==> config.mk <==
export PLATFORM = sky130hd
export DESIGN_NAME = cu_alloc_scanner_flat
export DESIGN_NICKNAME = d
export VERILOG_FILES = /design/src/rtl/cu_alloc_scanner_if.sv /design/src/rtl/cu_alloc_scanner.sv /design/src/flat_wrapper.sv
export SDC_FILE = /design/constraint.sdc
export NUM_CORES = 1
export LEC_CHECK = 0
export ABC_AREA = 1
export BUFFER_PORTS_ARGS = -buffer_cell sky130_fd_sc_hd__buf_2
export CORE_MARGIN = 2
export CORE_UTILIZATION = 39
export DETAILED_ROUTE_END_ITERATION = 16
export HOLD_SLACK_MARGIN = 0.02
export PLACE_DENSITY = 0.71
export REMOVE_ABC_BUFFERS = 1
export SYNTH_ARGS = -nofsm -noshare
export SYNTH_HDL_FRONTEND = slang
export SYNTH_SLANG_ARGS = --single-unit
==> constraint.sdc <==
create_clock -name clk -period 1.1 [get_ports clk]
set_clock_uncertainty 0.1 [all_clocks]
set_input_delay 0.055 -clock clk [delete_from_list [all_inputs] [get_ports clk]]
set_output_delay 0.055 -clock clk [all_outputs]
set_load 0.005 [all_outputs]
==> src/rtl/cu_alloc_scanner_if.sv <==
// Request/grant/engine bundle between the WG dispatcher, the allocation scanner
// and the per-CU throttling engine. The scanner sits on the master side.
//
// Handshakes: a transfer on alloc_req or dealloc happens in the cycle where
// valid and ready are both high. The requester holds valid until it sees
// ready. grant_valid_o stays high with a stable grant_cu_id_o until grant_ack_i.
`ifndef WG_SLOT_ID_WIDTH
`define WG_SLOT_ID_WIDTH 6
`endif

interface cu_alloc_scanner_if #(
  parameter int CU_ID_WIDTH = 1,
  parameter int AVAIL_WIDTH = `WG_SLOT_ID_WIDTH + 1
);
  logic                   alloc_req_valid_i;
  logic                   alloc_req_ready_o;
  logic                   dealloc_valid_i;
  logic [CU_ID_WIDTH-1:0] dealloc_cu_id_i;
  logic                   dealloc_ready_o;
  logic                   grant_valid_o;
  logic [CU_ID_WIDTH-1:0] grant_cu_id_o;
  logic                   grant_ack_i;
  logic                   alloc_fail_o;
  logic [CU_ID_WIDTH-1:0] te_cu_id_o;
  logic                   te_alloc_en_o;
  logic                   te_dealloc_en_o;
  logic [AVAIL_WIDTH-1:0] te_wg_count_available_i;

  modport master (
    input  alloc_req_valid_i, dealloc_valid_i, dealloc_cu_id_i, grant_ack_i,
           te_wg_count_available_i,
    output alloc_req_ready_o, dealloc_ready_o, grant_valid_o, grant_cu_id_o,
           alloc_fail_o, te_cu_id_o, te_alloc_en_o, te_dealloc_en_o
  );

  modport slave (
    output alloc_req_valid_i, dealloc_valid_i, dealloc_cu_id_i, grant_ack_i,
           te_wg_count_available_i,
    input  alloc_req_ready_o, dealloc_ready_o, grant_valid_o, grant_cu_id_o,
           alloc_fail_o, te_cu_id_o, te_alloc_en_o, te_dealloc_en_o
  );
endinterface

==> src/rtl/cu_alloc_scanner.sv <==
// Round-robin CU allocation scanner in front of the WG throttling engine.
// One request in flight; deallocs take priority in IDLE. te_cu_id_o is held
// through each engine pulse and the following SETTLE cycle, because the engine
// applies the update one cycle after the pulse using that cycle's cu_id.
`ifndef WG_SLOT_ID_WIDTH
`define WG_SLOT_ID_WIDTH 6
`endif

module cu_alloc_scanner #(
  parameter int NUMBER_CU   = 2,
  parameter int CU_ID_WIDTH = 1
) (
  input  logic                  clk,
  input  logic                  rst,
  cu_alloc_scanner_if.master    bus,
  output logic [2:0]            dbg_state
);

  typedef enum logic [2:0] {
    S_IDLE    = 3'd0,
    S_DEALLOC = 3'd1,
    S_PROBE   = 3'd2,
    S_CHECK   = 3'd3,
    S_GRANT   = 3'd4,
    S_COMMIT  = 3'd5,
    S_SETTLE  = 3'd6
  } state_t;

  localparam logic [CU_ID_WIDTH-1:0] LAST_CU = CU_ID_WIDTH'(NUMBER_CU - 1);

  state_t                 state;
  state_t                 state_next;
  logic [CU_ID_WIDTH-1:0] rr_ptr;
  logic [CU_ID_WIDTH-1:0] probe_cnt;
  logic [CU_ID_WIDTH-1:0] te_cu_id;
  logic [CU_ID_WIDTH-1:0] grant_cu_id;
  logic                   alloc_fail;
  logic                   avail_nz;
  logic                   last_probe;

  // Wrap is explicit so non-power-of-2 CU counts never step past the last CU.
  function automatic logic [CU_ID_WIDTH-1:0] next_cu(input logic [CU_ID_WIDTH-1:0] cu);
    next_cu = (cu == LAST_CU) ? '0 : cu + 1'b1;
  endfunction

  assign avail_nz   = |bus.te_wg_count_available_i;
  assign last_probe = (probe_cnt == LAST_CU);
  assign dbg_state  = state;

  // State register.
  always_ff @(posedge clk or posedge rst) begin
    if (rst) state <= S_IDLE;
    else     state <= state_next;
  end

  // Next-state logic.
  always_comb begin
    state_next = state;
    case (state)
      S_IDLE: begin
        if (bus.dealloc_valid_i)        state_next = S_DEALLOC;
        else if (bus.alloc_req_valid_i) state_next = S_PROBE;
      end
      S_DEALLOC: state_next = S_SETTLE;
      S_PROBE:   state_next = S_CHECK;
      S_CHECK: begin
        if (avail_nz)        state_next = S_GRANT;
        else if (last_probe) state_next = S_IDLE;
        else                 state_next = S_PROBE;
      end
      S_GRANT:  if (bus.grant_ack_i) state_next = S_COMMIT;
      S_COMMIT: state_next = S_SETTLE;
      S_SETTLE: state_next = S_IDLE;
      default:  state_next = S_IDLE;
    endcase
  end

  // Registered datapath: probe cursor, grant id, rr pointer, fail pulse.
  always_ff @(posedge clk or posedge rst) begin
    if (rst) begin
      rr_ptr      <= '0;
      probe_cnt   <= '0;
      te_cu_id    <= '0;
      grant_cu_id <= '0;
      alloc_fail  <= 1'b0;
    end else begin
      alloc_fail <= 1'b0;
      case (state)
        S_IDLE: begin
          if (bus.dealloc_valid_i) begin
            te_cu_id <= bus.dealloc_cu_id_i;
          end else if (bus.alloc_req_valid_i) begin
            te_cu_id  <= rr_ptr;
            probe_cnt <= '0;
          end
        end
        S_CHECK: begin
          if (avail_nz) begin
            grant_cu_id <= te_cu_id;
          end else if (last_probe) begin
            alloc_fail <= 1'b1;
          end else begin
            te_cu_id  <= next_cu(te_cu_id);
            probe_cnt <= probe_cnt + 1'b1;
          end
        end
        S_COMMIT: rr_ptr <= next_cu(grant_cu_id);
        default: ;
      endcase
    end
  end

  // Outputs: readies only in IDLE (forced low while reset is held), pulses by state.
  always_comb begin
    bus.alloc_req_ready_o = 1'b0;
    bus.dealloc_ready_o   = 1'b0;
    if (state == S_IDLE && !rst) begin
      bus.dealloc_ready_o   = bus.dealloc_valid_i;
      bus.alloc_req_ready_o = !bus.dealloc_valid_i;
    end
    bus.grant_valid_o   = (state == S_GRANT);
    bus.grant_cu_id_o   = grant_cu_id;
    bus.alloc_fail_o    = alloc_fail;
    bus.te_cu_id_o      = te_cu_id;
    bus.te_alloc_en_o   = (state == S_COMMIT);
    bus.te_dealloc_en_o = (state == S_DEALLOC);
  end

endmodule
==> src/flat_wrapper.sv <==
// flat-port wrapper written by rule: the top's interface ports become plain ports
module cu_alloc_scanner_flat 
#(
  parameter int NUMBER_CU   = 2,
  parameter int CU_ID_WIDTH = 1
)
  (clk, rst, dbg_state, bus_alloc_req_valid_i, bus_dealloc_valid_i, bus_dealloc_cu_id_i, bus_grant_ack_i, bus_te_wg_count_available_i, bus_alloc_req_ready_o, bus_dealloc_ready_o, bus_grant_valid_o, bus_grant_cu_id_o, bus_alloc_fail_o, bus_te_cu_id_o, bus_te_alloc_en_o, bus_te_dealloc_en_o);
  cu_alloc_scanner_if #(.CU_ID_WIDTH(CU_ID_WIDTH)) bus_i ();
  input  logic clk;
  input  logic rst;
  output logic [2:0] dbg_state;
  input wire logic [$bits(bus_i.alloc_req_valid_i)-1:0] bus_alloc_req_valid_i;
  input wire logic [$bits(bus_i.dealloc_valid_i)-1:0] bus_dealloc_valid_i;
  input wire logic [$bits(bus_i.dealloc_cu_id_i)-1:0] bus_dealloc_cu_id_i;
  input wire logic [$bits(bus_i.grant_ack_i)-1:0] bus_grant_ack_i;
  input wire logic [$bits(bus_i.te_wg_count_available_i)-1:0] bus_te_wg_count_available_i;
  output wire logic [$bits(bus_i.alloc_req_ready_o)-1:0] bus_alloc_req_ready_o;
  output wire logic [$bits(bus_i.dealloc_ready_o)-1:0] bus_dealloc_ready_o;
  output wire logic [$bits(bus_i.grant_valid_o)-1:0] bus_grant_valid_o;
  output wire logic [$bits(bus_i.grant_cu_id_o)-1:0] bus_grant_cu_id_o;
  output wire logic [$bits(bus_i.alloc_fail_o)-1:0] bus_alloc_fail_o;
  output wire logic [$bits(bus_i.te_cu_id_o)-1:0] bus_te_cu_id_o;
  output wire logic [$bits(bus_i.te_alloc_en_o)-1:0] bus_te_alloc_en_o;
  output wire logic [$bits(bus_i.te_dealloc_en_o)-1:0] bus_te_dealloc_en_o;
  assign bus_i.alloc_req_valid_i = bus_alloc_req_valid_i;
  assign bus_i.dealloc_valid_i = bus_dealloc_valid_i;
  assign bus_i.dealloc_cu_id_i = bus_dealloc_cu_id_i;
  assign bus_i.grant_ack_i = bus_grant_ack_i;
  assign bus_i.te_wg_count_available_i = bus_te_wg_count_available_i;
  assign bus_alloc_req_ready_o = bus_i.alloc_req_ready_o;
  assign bus_dealloc_ready_o = bus_i.dealloc_ready_o;
  assign bus_grant_valid_o = bus_i.grant_valid_o;
  assign bus_grant_cu_id_o = bus_i.grant_cu_id_o;
  assign bus_alloc_fail_o = bus_i.alloc_fail_o;
  assign bus_te_cu_id_o = bus_i.te_cu_id_o;
  assign bus_te_alloc_en_o = bus_i.te_alloc_en_o;
  assign bus_te_dealloc_en_o = bus_i.te_dealloc_en_o;
  cu_alloc_scanner #(.NUMBER_CU(NUMBER_CU), .CU_ID_WIDTH(CU_ID_WIDTH)) u_core (.clk(clk), .rst(rst), .bus(bus_i), .dbg_state(dbg_state));
endmodule
Word level (Yosys, flattened, before mapping)
Cells that the tools add are included.
- output and inout bits: 11
- register bits after elaboration: 8
- word-level logic and storage cells: 54
- latch bits: 0
- memories: 0
- bits in writable memories: 0
- bits in read-only memories: 0
- $lt $le $gt $ge: 0
- add/subtract/negate cells: 3
- equal/unequal tests: 11
- mux-type cells: 23
- multiply operators: 0
- bitwise operators: 0
- div/mod/pow operators: 0
- reductions and logical operators: 11
- shift-type cells: 0
- operators by type and width (operator ; count):
    1-bit two-way mux ; 15
    3-bit case mux with 5 select lines ; 1
    3-bit two-way mux ; 4
    2-bit inequality test (second input constant) ; 5
    4-bit AND reduction ; 2
    7-bit OR reduction ; 1
    3-bit by 2-bit equality test with 1-bit output (second input constant) ; 2
    3-bit equality test (second input constant) ; 2
    1-bit case mux with 2 select lines ; 2
    2-bit AND reduction ; 2
    1-bit adder (second input constant) ; 3
    3-bit by 1-bit equality test with 1-bit output (second input constant) ; 1
    3-bit logical NOT ; 1
    3-bit inequality test (second input constant) ; 1
    1-bit logical NOT ; 2
    2-bit two-way mux ; 1
    2-bit nonzero test ; 1
    2-bit OR reduction ; 1
    1-bit logical AND ; 1

Longest topological paths before layout
- depth in word-level cells: 5
- depth in mapped cells: 9
- depth with buffers taken out: 9

Least setup slack after synthesis
Ideal clock, no wire load.
- kind: register -> register
- start point: register u_core.state[2] (netlist: u_core.dbg_state[2])
- end point: register u_core.probe_cnt (netlist: u_core.last_probe)
- required time: 0.883 ns
- data arrival time: 0.960 ns
- library setup time: 0.117 ns
- cell stages (with the launch flop): 9
- path slack: -0.077 ns
- period minus slack after synthesis: 1.177 ns
- cells stage by stage: dfrtp_1 > inv_2 > nand3_2 > inv_2 > nand3_2 > nand2_2 > nand2_1 > nand2_1 > nand2_1
- cells in the longest elaborated chain, start to end: 3
- elaborated cells between the ends (all ways): 8
- classes of those cells: eq/ne: 4; mux: 1; reduce/logical: 3
- RTL lines (element ; line ; RTL):
    start, declared ; cu_alloc_scanner.sv:31 ; state_t state;
    start signal, assigned ; cu_alloc_scanner.sv:53 ; else state <= state_next;
    3-bit by 2-bit equality test with 1-bit output / 3-bit logical NOT (equally long branches) ; cu_alloc_scanner.sv:88 ; case (state)
    2-bit inequality test (no line) / 2-bit nonzero test (equally long branches) ; - ;
    4-bit AND reduction (no line) ; - ;
    end signal, assigned ; cu_alloc_scanner.sv:104 ; probe_cnt <= probe_cnt + 1'b1;
    end, declared ; cu_alloc_scanner.sv:34 ; logic [CU_ID_WIDTH-1:0] probe_cnt;
Parallel ways exist; a longest one is shown, timed or not.
A chain may end at the register's enable or synchronous reset.

Worst setup path in the final report
- start point: register u_core.state[0] (netlist: u_core.dbg_state[0])
- end point: output port bus_dealloc_ready_o
- cells in the longest elaborated chain, start to end: 3
- RTL lines (element ; line ; RTL):
    3-bit logical NOT ; cu_alloc_scanner.sv:117 ; if (state == S_IDLE && !rst) begin
    1-bit logical AND ; cu_alloc_scanner.sv:117 ;
    1-bit two-way mux ; cu_alloc_scanner.sv:117 ;
    end, declared ; flat_wrapper.sv:18 ; output wire logic [$bits(bus_i.dealloc_ready_o)-1:0] bus_dealloc_ready_o;
Every way passes these cells.

==> flow_summary.toml <==
[timing]
final_critical_path_setup_slack_ps = -263
max_slew.worst_pin.slew_ps = 334
final.min_clock_period_ps = 1360
achievable-frequency_mhz = 734
timing.slew.headroom_pct = 77.7
final_min_period_over_clock_period_pct = 124
hold-worst-slack_ps = 3.00
fin_tns_setup_ps = -2710
slew_violations = 0
final-setup-viol-count = 15
finalHoldViolations = 0
setup_repair_after_global_routing_missed_its_margin = "true"

[global_routing]
grt_usage_pct = 20.4
gr-total-overflow = 0
grt_first_pass_wirelength_um = 2180
antenna_found_initial = 0
via_count_of_the_first_global_routing_pass = 569
maximum_number_of_pins_on_one_net_before_global_route_repair = 9

[finish]
layout.nets = 139
fill_cells = 87
layout.cells.most_common_list = "sky130_fd_sc_hd__buf_2, sky130_fd_sc_hd__nand2_1, sky130_fd_sc_hd__buf_4"
layout_stage_area_growth_over_the_synthesis_result_pct = 69.7
share_of_layout_cells_above_drive_strength_1_pct = 54.8
layout_commonest_cell = "sky130_fd_sc_hd__buf_2"
final_antenna_diode_count = 0

[routing]
routed_wl_per_cell_um = 10.1
drtAntennaViolNets = 0
number_of_remaining_drc_errors = 0
routed-via-count = 634
detail_route.wirelength_um = 1410
first_iter_violations = 5
routed_via_density = 4.56
first_pass_iters = 4

[cts]
tritoncts.num_buffers = 3
root_buffer = "sky130_fd_sc_hd__clkbuf_4"
tritoncts = "done"
cts_max_path_buffers = 2
cts_htree_levels = 1
clk-insertion-delay-late_ps = 250
clock_sink_count = 8
cts.clk_slew.worst_paths_ps = 60

[job]
max_cap_violations = 0

[power_and_ir_drop]
worst_ir_drop_vdd_v = 0.000855
power_density_nw_per_um2 = 2290
cellLeakagePower_nw = 0.525

[critical_path]
timing.critical_path.to_type = "output pin"
worst-endpoint-required_ps = 940
timing.critical_path.arrival_ps = 1210
critical_path.max_fanout = 3
startpoint_type_of_the_worst_setup_path = "register"
worst_setup_path_class = "register to output pin"

[floorplan]
die_w_um = 40.5
die-height_um = 40.5
placeableCoreArea_um2 = 1270
initial_utilization_pct = 41.0
die_footprint_um2 = 1640
std_cell_rows = 13
top_level_ports = 24

[placement]
dpl.hpwl_um = 962
buffers_on_ports = 23
gp_congestion = 0.842

[synth]
synth_instances = 78
synth_seq_cells = 8
synth_area_um2 = 520
synth.yosys.seq_area_share_pct = 38.5
yosysWarnings = 0
netlist-cell-type-count = 16
avgSynthCellArea_um2 = 6.67

[status]
violations_in_the_final_reports = "setup timing"
outcome = "finished, violations left"

[min_path]
worstHoldPathType = "input pin to register"
[final cells by class]
cell class	count	area (µm²)	share of cell area, %
flip-flops and latches	8	200	22.7
inverters	16	65.1	7.37
clock buffers	3	22.5	2.55
well taps	15	18.8	2.12
multi-input cells	54	299	33.9
repair buffers	43	278	31.4
[power by group]
part / internal, W / switching [W]
combinational: 0.000682 / 0.000642
sequential: 0.000404 / 0.0000754
clock: 0.000125 / 0.0000978
total: 0.00121 / 0.000816
[cells by family (layout without fill, tap and decap cells)]
| family | after synthesis | in the layout | share of synthesized area (%) |
|---|---|---|---|
| multiplexers | 1 | 1 | 1.92 |
| AO/OA/AOI/OAI | 6 | 6 | 6.01 |
| buffers and inverters | 16 | 62 | 11.5 |
| flip-flops | 8 | 8 | 38.5 |
| AND/OR/NAND/NOR | 47 | 47 | 42.1 |
[critical path: stages, from the launching register on]
cell and delay (ps):
sky130_fd_sc_hd__dfrtp_1 390, sky130_fd_sc_hd__nor2_2 160, sky130_fd_sc_hd__nand2_2 100, sky130_fd_sc_hd__inv_2 70
sky130_fd_sc_hd__nand2_2 50, sky130_fd_sc_hd__nor2_1 70, sky130_fd_sc_hd__buf_2 110
[path summary, 6_finish.rpt]
check,startpoint,to,slack [ps],cells after the start
max,u_core.dbg_state[0],bus_dealloc_ready_o,-260,6
min,bus_te_wg_count_available_i[4],u_core.last_probe,3,4
max in group asynchronous,rst,u_core.bus.alloc_fail_o,420,3
max reg2reg,u_core.dbg_state[0],u_core.bus.te_cu_id_o,-240,10
min in group asynchronous,rst,u_core.dbg_state[1],230,3
min reg2reg,u_core.bus.grant_cu_id_o,u_core.rr_ptr,370,1
[layer usage]
layer,up-vias,global-route usage [%],share of wire (%)
li1,330,-,-
met1,283,20.7,41
met2,21,40.5,55
met3,0,8.33,4.8
met4,0,0,0
met5,-,0,0
[timing repair]
item | 4_1_cts | 5_1_grt
hold buffers | 2 | 0
hold endpoints to repair | 10 | 0
resized for setup | 14 | 1
buffers inserted | 11 | 2
pin swaps | 5 | 1
endpoints found under the setup margin | 13 | 15
[state kept, by name, summed over array words and instances, names as in the netlist]
register / count
u_core.bus.te_cu_id_o: 1
u_core.rr_ptr: 1
u_core.bus.grant_cu_id_o: 1
u_core.dbg_state: 3
u_core.bus.alloc_fail_o: 1
u_core.last_probe: 1
[stage by stage]
step	std cells	setup slack (ps)	total power [W]	instance area, µm²	util [%]
final	139	-263	0.00203	883	69.6
after global routing	139	-333	0.00221	883	69.6
after CTS	137	-244	0.00196	866	68.2
after detailed placement	121	-141	0.00131	692	54.5
after global placement	121	-127	0.00129	692	54.5
after floorplan	78	-77.3	0.000973	520	-
[cells in the mapped netlist]
cell type / count / area, µm²
sky130_fd_sc_hd__nand2_1: 20 / 75.1
sky130_fd_sc_hd__nor2_1: 11 / 41.3
sky130_fd_sc_hd__inv_1: 10 / 37.5
sky130_fd_sc_hd__dfrtp_1: 8 / 200
sky130_fd_sc_hd__inv_2: 6 / 22.5
sky130_fd_sc_hd__nand2_2: 5 / 31.3
sky130_fd_sc_hd__nand3_1: 4 / 20.0
sky130_fd_sc_hd__nor2_2: 3 / 18.8
sky130_fd_sc_hd__nand3_2: 2 / 20.0
sky130_fd_sc_hd__o21ai_0: 2 / 10.0
sky130_fd_sc_hd__o21ai_1: 2 / 10.0
sky130_fd_sc_hd__a21oi_1: 1 / 5.00
sky130_fd_sc_hd__a31oi_1: 1 / 6.26
sky130_fd_sc_hd__mux2i_1: 1 / 10.0
sky130_fd_sc_hd__nand3b_1: 1 / 7.51
sky130_fd_sc_hd__nor3_1: 1 / 5.00
Power figures use the tool's default switching activity.
